<file path="src/rtl/param_loader.sv">
// param_loader: frame-based loader for the filter parameter register bank (n, h, w, r).
//
// Receives a byte stream over valid/ready and buffers one frame.
//   Default frame:                 HEADER, n, h, w, r
//   With PARAM_CHECKSUM_EN:        HEADER, n, h, w, r, chk   (chk == n^h^w^r)
// A frame is accepted when n != 0 and r < n (unsigned); h and w are not checked.
// An accepted frame is committed to the bank as four writes on consecutive cycles
// (sel 00..11 -> n, h, w, r). A rejected frame pulses err and writes nothing.
//
// Optional feature macro: PARAM_CHECKSUM_EN (adds the chk byte and the CHK state).
//
// Ports
//   clk        in   system clock, all state updates on posedge
//   rst_n      in   asynchronous active-low reset
//   s_data     in   stream byte
//   s_valid    in   s_data valid
//   s_ready    out  byte accepted when s_valid & s_ready at posedge
//   sel        out  bank select: 00=n, 01=h, 10=w, 11=r
//   w_en       out  bank write strobe, one cycle per word
//   wr_data    out  word written to the bank
//   busy       out  high in every state except IDLE
//   done       out  1-cycle pulse: frame committed
//   err        out  1-cycle pulse: frame rejected
//   cfg_valid  out  sticky, set by the first done, cleared only by reset
module param_loader #(
  parameter int unsigned           INPUT_SIZE = 8,
  parameter logic [INPUT_SIZE-1:0] HEADER     = 8'hA5
) (
  input  logic                  clk,
  input  logic                  rst_n,
  input  logic [INPUT_SIZE-1:0] s_data,
  input  logic                  s_valid,
  output logic                  s_ready,
  output logic [1:0]            sel,
  output logic                  w_en,
  output logic [INPUT_SIZE-1:0] wr_data,
  output logic                  busy,
  output logic                  done,
  output logic                  err,
  output logic                  cfg_valid
);

  typedef enum logic [2:0] {
    StIdle,
    StRecv,
`ifdef PARAM_CHECKSUM_EN
    StChk,
`endif
    StCommit,
    StDone,
    StErr
  } state_e;

  state_e                state_q, state_d;
  logic [INPUT_SIZE-1:0] buf_q [4];
  logic [INPUT_SIZE-1:0] buf_d [4];
  logic [1:0]            idx_q, idx_d;
  logic [1:0]            sel_q, sel_d;
  logic                  w_en_q, w_en_d;
  logic [INPUT_SIZE-1:0] wr_data_q, wr_data_d;
  logic                  done_q, done_d;
  logic                  err_q, err_d;
  logic                  cfg_valid_q, cfg_valid_d;

  logic                  rdy_state;
  logic                  xfer;
  logic [1:0]            sel_nxt;

  function automatic logic frame_ok(input logic [INPUT_SIZE-1:0] n,
                                    input logic [INPUT_SIZE-1:0] r);
    return (n != '0) && (r < n);
  endfunction

  always_comb begin
    rdy_state = 1'b0;
    unique case (state_q)
      StIdle, StRecv: rdy_state = 1'b1;
`ifdef PARAM_CHECKSUM_EN
      StChk:          rdy_state = 1'b1;
`endif
      default:        rdy_state = 1'b0;
    endcase
  end

  // rst_n gates s_ready directly so nothing is accepted while reset is held.
  assign s_ready = rst_n & rdy_state;
  assign xfer    = s_valid & s_ready;
  assign sel_nxt = sel_q + 2'd1;

  always_comb begin
    state_d     = state_q;
    buf_d       = buf_q;
    idx_d       = idx_q;
    sel_d       = sel_q;
    w_en_d      = 1'b0;
    wr_data_d   = wr_data_q;
    done_d      = 1'b0;
    err_d       = 1'b0;
    cfg_valid_d = cfg_valid_q;

    unique case (state_q)
      StIdle: begin
        // Non-header bytes are dropped silently.
        if (xfer && (s_data == HEADER)) begin
          state_d = StRecv;
          idx_d   = 2'd0;
        end
      end

      StRecv: begin
        if (xfer) begin
          buf_d[idx_q] = s_data;
          idx_d        = idx_q + 2'd1;
          if (idx_q == 2'd3) begin
`ifdef PARAM_CHECKSUM_EN
            state_d = StChk;
`else
            // r is still on s_data this cycle; buf_q[3] is not yet written.
            if (frame_ok(buf_q[0], s_data)) begin
              state_d   = StCommit;
              sel_d     = 2'd0;
              w_en_d    = 1'b1;
              wr_data_d = buf_q[0];
            end else begin
              state_d = StErr;
              err_d   = 1'b1;
            end
`endif
          end
        end
      end

`ifdef PARAM_CHECKSUM_EN
      StChk: begin
        if (xfer) begin
          if (frame_ok(buf_q[0], buf_q[3]) &&
              (s_data == (buf_q[0] ^ buf_q[1] ^ buf_q[2] ^ buf_q[3]))) begin
            state_d   = StCommit;
            sel_d     = 2'd0;
            w_en_d    = 1'b1;
            wr_data_d = buf_q[0];
          end else begin
            state_d = StErr;
            err_d   = 1'b1;
          end
        end
      end
`endif

      StCommit: begin
        if (sel_q == 2'd3) begin
          state_d     = StDone;
          done_d      = 1'b1;
          cfg_valid_d = 1'b1;
        end else begin
          sel_d     = sel_nxt;
          w_en_d    = 1'b1;
          wr_data_d = buf_q[sel_nxt];
        end
      end

      StDone:  state_d = StIdle;
      StErr:   state_d = StIdle;
      default: state_d = StIdle;
    endcase
  end

  always_ff @(posedge clk or negedge rst_n) begin
    if (!rst_n) begin
      state_q     <= StIdle;
      for (int i = 0; i < 4; i++) buf_q[i] <= '0;
      idx_q       <= 2'd0;
      sel_q       <= 2'd0;
      w_en_q      <= 1'b0;
      wr_data_q   <= '0;
      done_q      <= 1'b0;
      err_q       <= 1'b0;
      cfg_valid_q <= 1'b0;
    end else begin
      state_q     <= state_d;
      buf_q       <= buf_d;
      idx_q       <= idx_d;
      sel_q       <= sel_d;
      w_en_q      <= w_en_d;
      wr_data_q   <= wr_data_d;
      done_q      <= done_d;
      err_q       <= err_d;
      cfg_valid_q <= cfg_valid_d;
    end
  end

  assign sel       = sel_q;
  assign w_en      = w_en_q;
  assign wr_data   = wr_data_q;
  assign done      = done_q;
  assign err       = err_q;
  assign cfg_valid = cfg_valid_q;
  assign busy      = (state_q != StIdle);

endmodule
</file>
<file path="config.mk">
export PLATFORM = sky130hd
export DESIGN_NAME = param_loader
export DESIGN_NICKNAME = d
export VERILOG_FILES = /design/src/rtl/param_loader.sv
export SDC_FILE = /design/constraint.sdc
export NUM_CORES = 1
export LEC_CHECK = 0
export ABC_AREA = 1
export CAP_MARGIN = 20
export CORE_MARGIN = 5
export CORE_UTILIZATION = 28
export DETAILED_ROUTE_END_ITERATION = 12
export GPL_ROUTABILITY_DRIVEN = 0
export GPL_TIMING_DRIVEN = 0
export PLACE_DENSITY_LB_ADDON = 0.08
export SKIP_CTS_REPAIR_TIMING = 1
export SKIP_LAST_GASP = 1
export SLEW_MARGIN = 15
export SYNTH_ARGS = -nofsm -noshare
export SYNTH_HDL_FRONTEND = slang
export SYNTH_SLANG_ARGS = --single-unit
</file>
<file path="constraint.sdc">
create_clock -name clk -period 4.8 [get_ports clk]
set_input_delay 0.96 -clock clk [delete_from_list [all_inputs] [get_ports clk]]
set_output_delay 0.96 -clock clk [all_outputs]
set_load 0.02 [all_outputs]
</file>
==> metrics.md <==
| Metric | Value |
|---|---|
| Dominant cells by area after synthesis | dfrtp_1, nand2_1, o21ai_0 |
| Avg Inst Size Synth | 8.07 um2 |
| First-pass GRT wire length | 11300 um |
| Crit-path max cell delay | 610 ps |
| Detailed Route Iter0 Violations | 84 |
| Min Tclk post-route | 3430 ps |
| Post-DR vias/cell | 4.61 |
| Worst Hold Depth | 1 |
| Sinks on Clock Net | 51 |
| Antenna-violating nets left | 0 |
| Synth Area in Compound Gates | 12.0% |
| Clock latency on the worst-skew pair | 300 ps |
| Worst slew margin | 53.3% |
| Yosys warnings | 0 |
| Worst VDD drop | 0.000149 V |
| Clock Skew | 4.93 ps |
| Post-Syn Nets | 343 |
| FF-to-FF Start | sel[0] |
| CTS Buf Count | 5 |
| Status | completed |
| Syn Std Cell Area | 0.00258 mm2 |
| Area growth, synth to finish | 19.5% |
| Hold WS | 473 ps |
| Max Slew Vio Count | 0 |
| Vias in the first global route | 2178 |
| Fin Setup TNS | 0 ps |
| Sw Ratio | 39.5% |
| Synth Area in XOR/XNOR | 0% |
| Most common cell after layout, fill and taps aside | nand2_1 |
| Fin crit share | 71.5% |
| Final WL | 6670 um |
| Crit. End Element | output port |
| Hold WC Path Type | reg -> reg |
| Via count | 2139 |
| Synth top area share | 49.4% |
| Clock power frac | 18.0% |
| Max_cap viols | 0 |
| Routed wire per std cell | 14.4 um |
| Clock Tree Root | clkbuf_8 |
| Fin. Hold Viols | 0 |
| RSZ-0062 raised after global routing | false |
| DRC Markers | 0 |
| HPWL Detailed | 5040 um |
| Mux cell area share after synthesis | 0% |
| Leakage power | 0.00146 uW |
| Port Buf Inserts | 26 |
| Reg2reg path depth | 8 |
| CP Max Fanout | 52 |
| Die X | 106 um |
| Seq pwr share | 42.2% |
| Largest family of logic cells by synthesized area | simple AND/OR/NAND/NOR gates |
| Pwr dens | 539 mW/mm2 |
| Syn Inst Count | 320 |
| Comb pwr share | 39.8% |
| Hold_sp | cfg_valid |
| Cells along the critical path | buf_4, inv_1, nor2_2, clkdlybuf4s50_1 |
| WP data required | 3840 ps |
| Reg-to-Reg End | wr_data[2] |
| Most frequent cells in the layout | nand2_1, dfrtp_1, o21ai_0 |
| Cell-internal power | 1010 uW |
| Layout cells sized above 1 | 8.78% |
| Worst Path Class, Setup | in -> out |
| Initial antenna violation count | 0 |
| FF+latch count, synth | 51 |
| Synth area leader | dfrtp_1 |
| Row cnt | 35 |
| Largest net degree at the start of global routing | 53 |
| # H-tree levels | 2 |
| Fmax | 291 MHz |
| Pre-antenna DRT Iters | 4 |
| R2R Setup Slk | 2580 ps |
| Tot GR Track Use | 12.7% |
| Clk buf depth | 2 |
| Post-Synth Simple-Gate Area | 26.2% |
| NetSw | 656 uW |
| Min-Delay Endpoint | cfg_valid |
| CTS tree | done |
| CTS clk-pin slew, worst paths | 90 ps |
| Slowest cell on crit path | clkdlybuf4s50_1 |
| Pwr Total | 1660 uW |
| Adder-Cell Fraction of Synth Area | 5.81% |
| Die Area | 0.0112 mm2 |
| Seq/Total Area, Yosys | 49.4% |
| Core ar. | 0.00911 mm2 |
| Slew @ Worst Pin | 700 ps |
| Initial Util | 28.4% |
| Chip height | 106 um |
| Ports | 27 |
| Library cells used by synthesis | 21 |
| Type of element launching the critical path | primary input |
| Ant. Diodes | 0 |
| Final setup fails | 0 |
| Fin nets | 376 |
| GRT overflow | 0 |
| Crit path DAT | 2470 ps |
## critical path: cells and delay by family
| kind | cells | cell delay, ps |
|---|---|---|
| AND/OR/NAND/NOR | 1 | 170 |
| buffers and inverters | 3 | 1330 |
## state kept, by name, indices dropped and copies added, names as in the netlist
| register | count |
|---|---|
| buf_q | 32 |
| wr_data | 8 |
| state_q | 3 |
| idx_q | 2 |
| sel | 2 |
| cfg_valid | 1 |
| done | 1 |
| err | 1 |
| w_en | 1 |
## Yosys cell counts, drive strengths merged
library cell and n:
a21oi 17, nor2 22, nor3 1, o21ai 45, dfrtp 51, inv 32
ha 12, nand4 4, nand3 30, clkbuf 3, or2 2, nor3b 1
clkinv 1, nand2 92, buf 7
## layout make-up
cell class                 count  area [um2]
buffer                        10        45.0
clock buffer                   5        68.8
clock inverter                 2        37.5
fill                         973        6020
inverter                      33         124
multi-input combinational    226        1140
sequential                    51        1280
tap                          111         139
timing repair buffer          26         258
## power by group through the flow
stage / Combinational [uW] / Sequential (uW) / Clock, uW
CTS: 674 / 702 / 312
finish: 661 / 701 / 300
floorplan: 404 / 724 / 0
detailed placement: 671 / 709 / 0
global placement: 667 / 706 / 0
global route: 761 / 724 / 331
## worst max path at each step
stage | end | from | slack (ps)
finish | s_ready | rst_n | 1370
global route | s_ready | rst_n | 1170
CTS | s_ready | rst_n | 1280
detailed placement | s_ready | rst_n | 1280
global placement | s_ready | rst_n | -650
floorplan | sel[0] | s_data[7] | 2580
## layer usage
metal / up-vias / global-route usage, % / share of wire, % / wire length (um)
met5: - / 0 / 0 / 0
met3: 4 / 2.79 / 3.1 / 207
met1: 995 / 18.0 / 52 / 3460
met4: 0 / 3.61 / 1.0 / 67
met2: 38 / 19.5 / 44 / 2940
li1: 1102 / - / - / -
## through the flow
stage	setup WS (ps)	area (um2)	std cells	utilization, %
after CTS	1280	3090	464	33.9
after detailed placement	1280	2980	457	32.7
after global routing	1170	3090	464	33.9
after global placement	-653	2980	457	32.7
final	1370	3090	464	33.9
after floorplan	2580	2580	320	-
## cells by family after synthesis
group	after synthesis
AO/OA/AOI/OAI	62
adder cells (fa/ha/maj)	12
buffers and inverters	43
flip-flops	51
AND/OR/NAND/NOR	152
(Power assumes the default switching activity.)
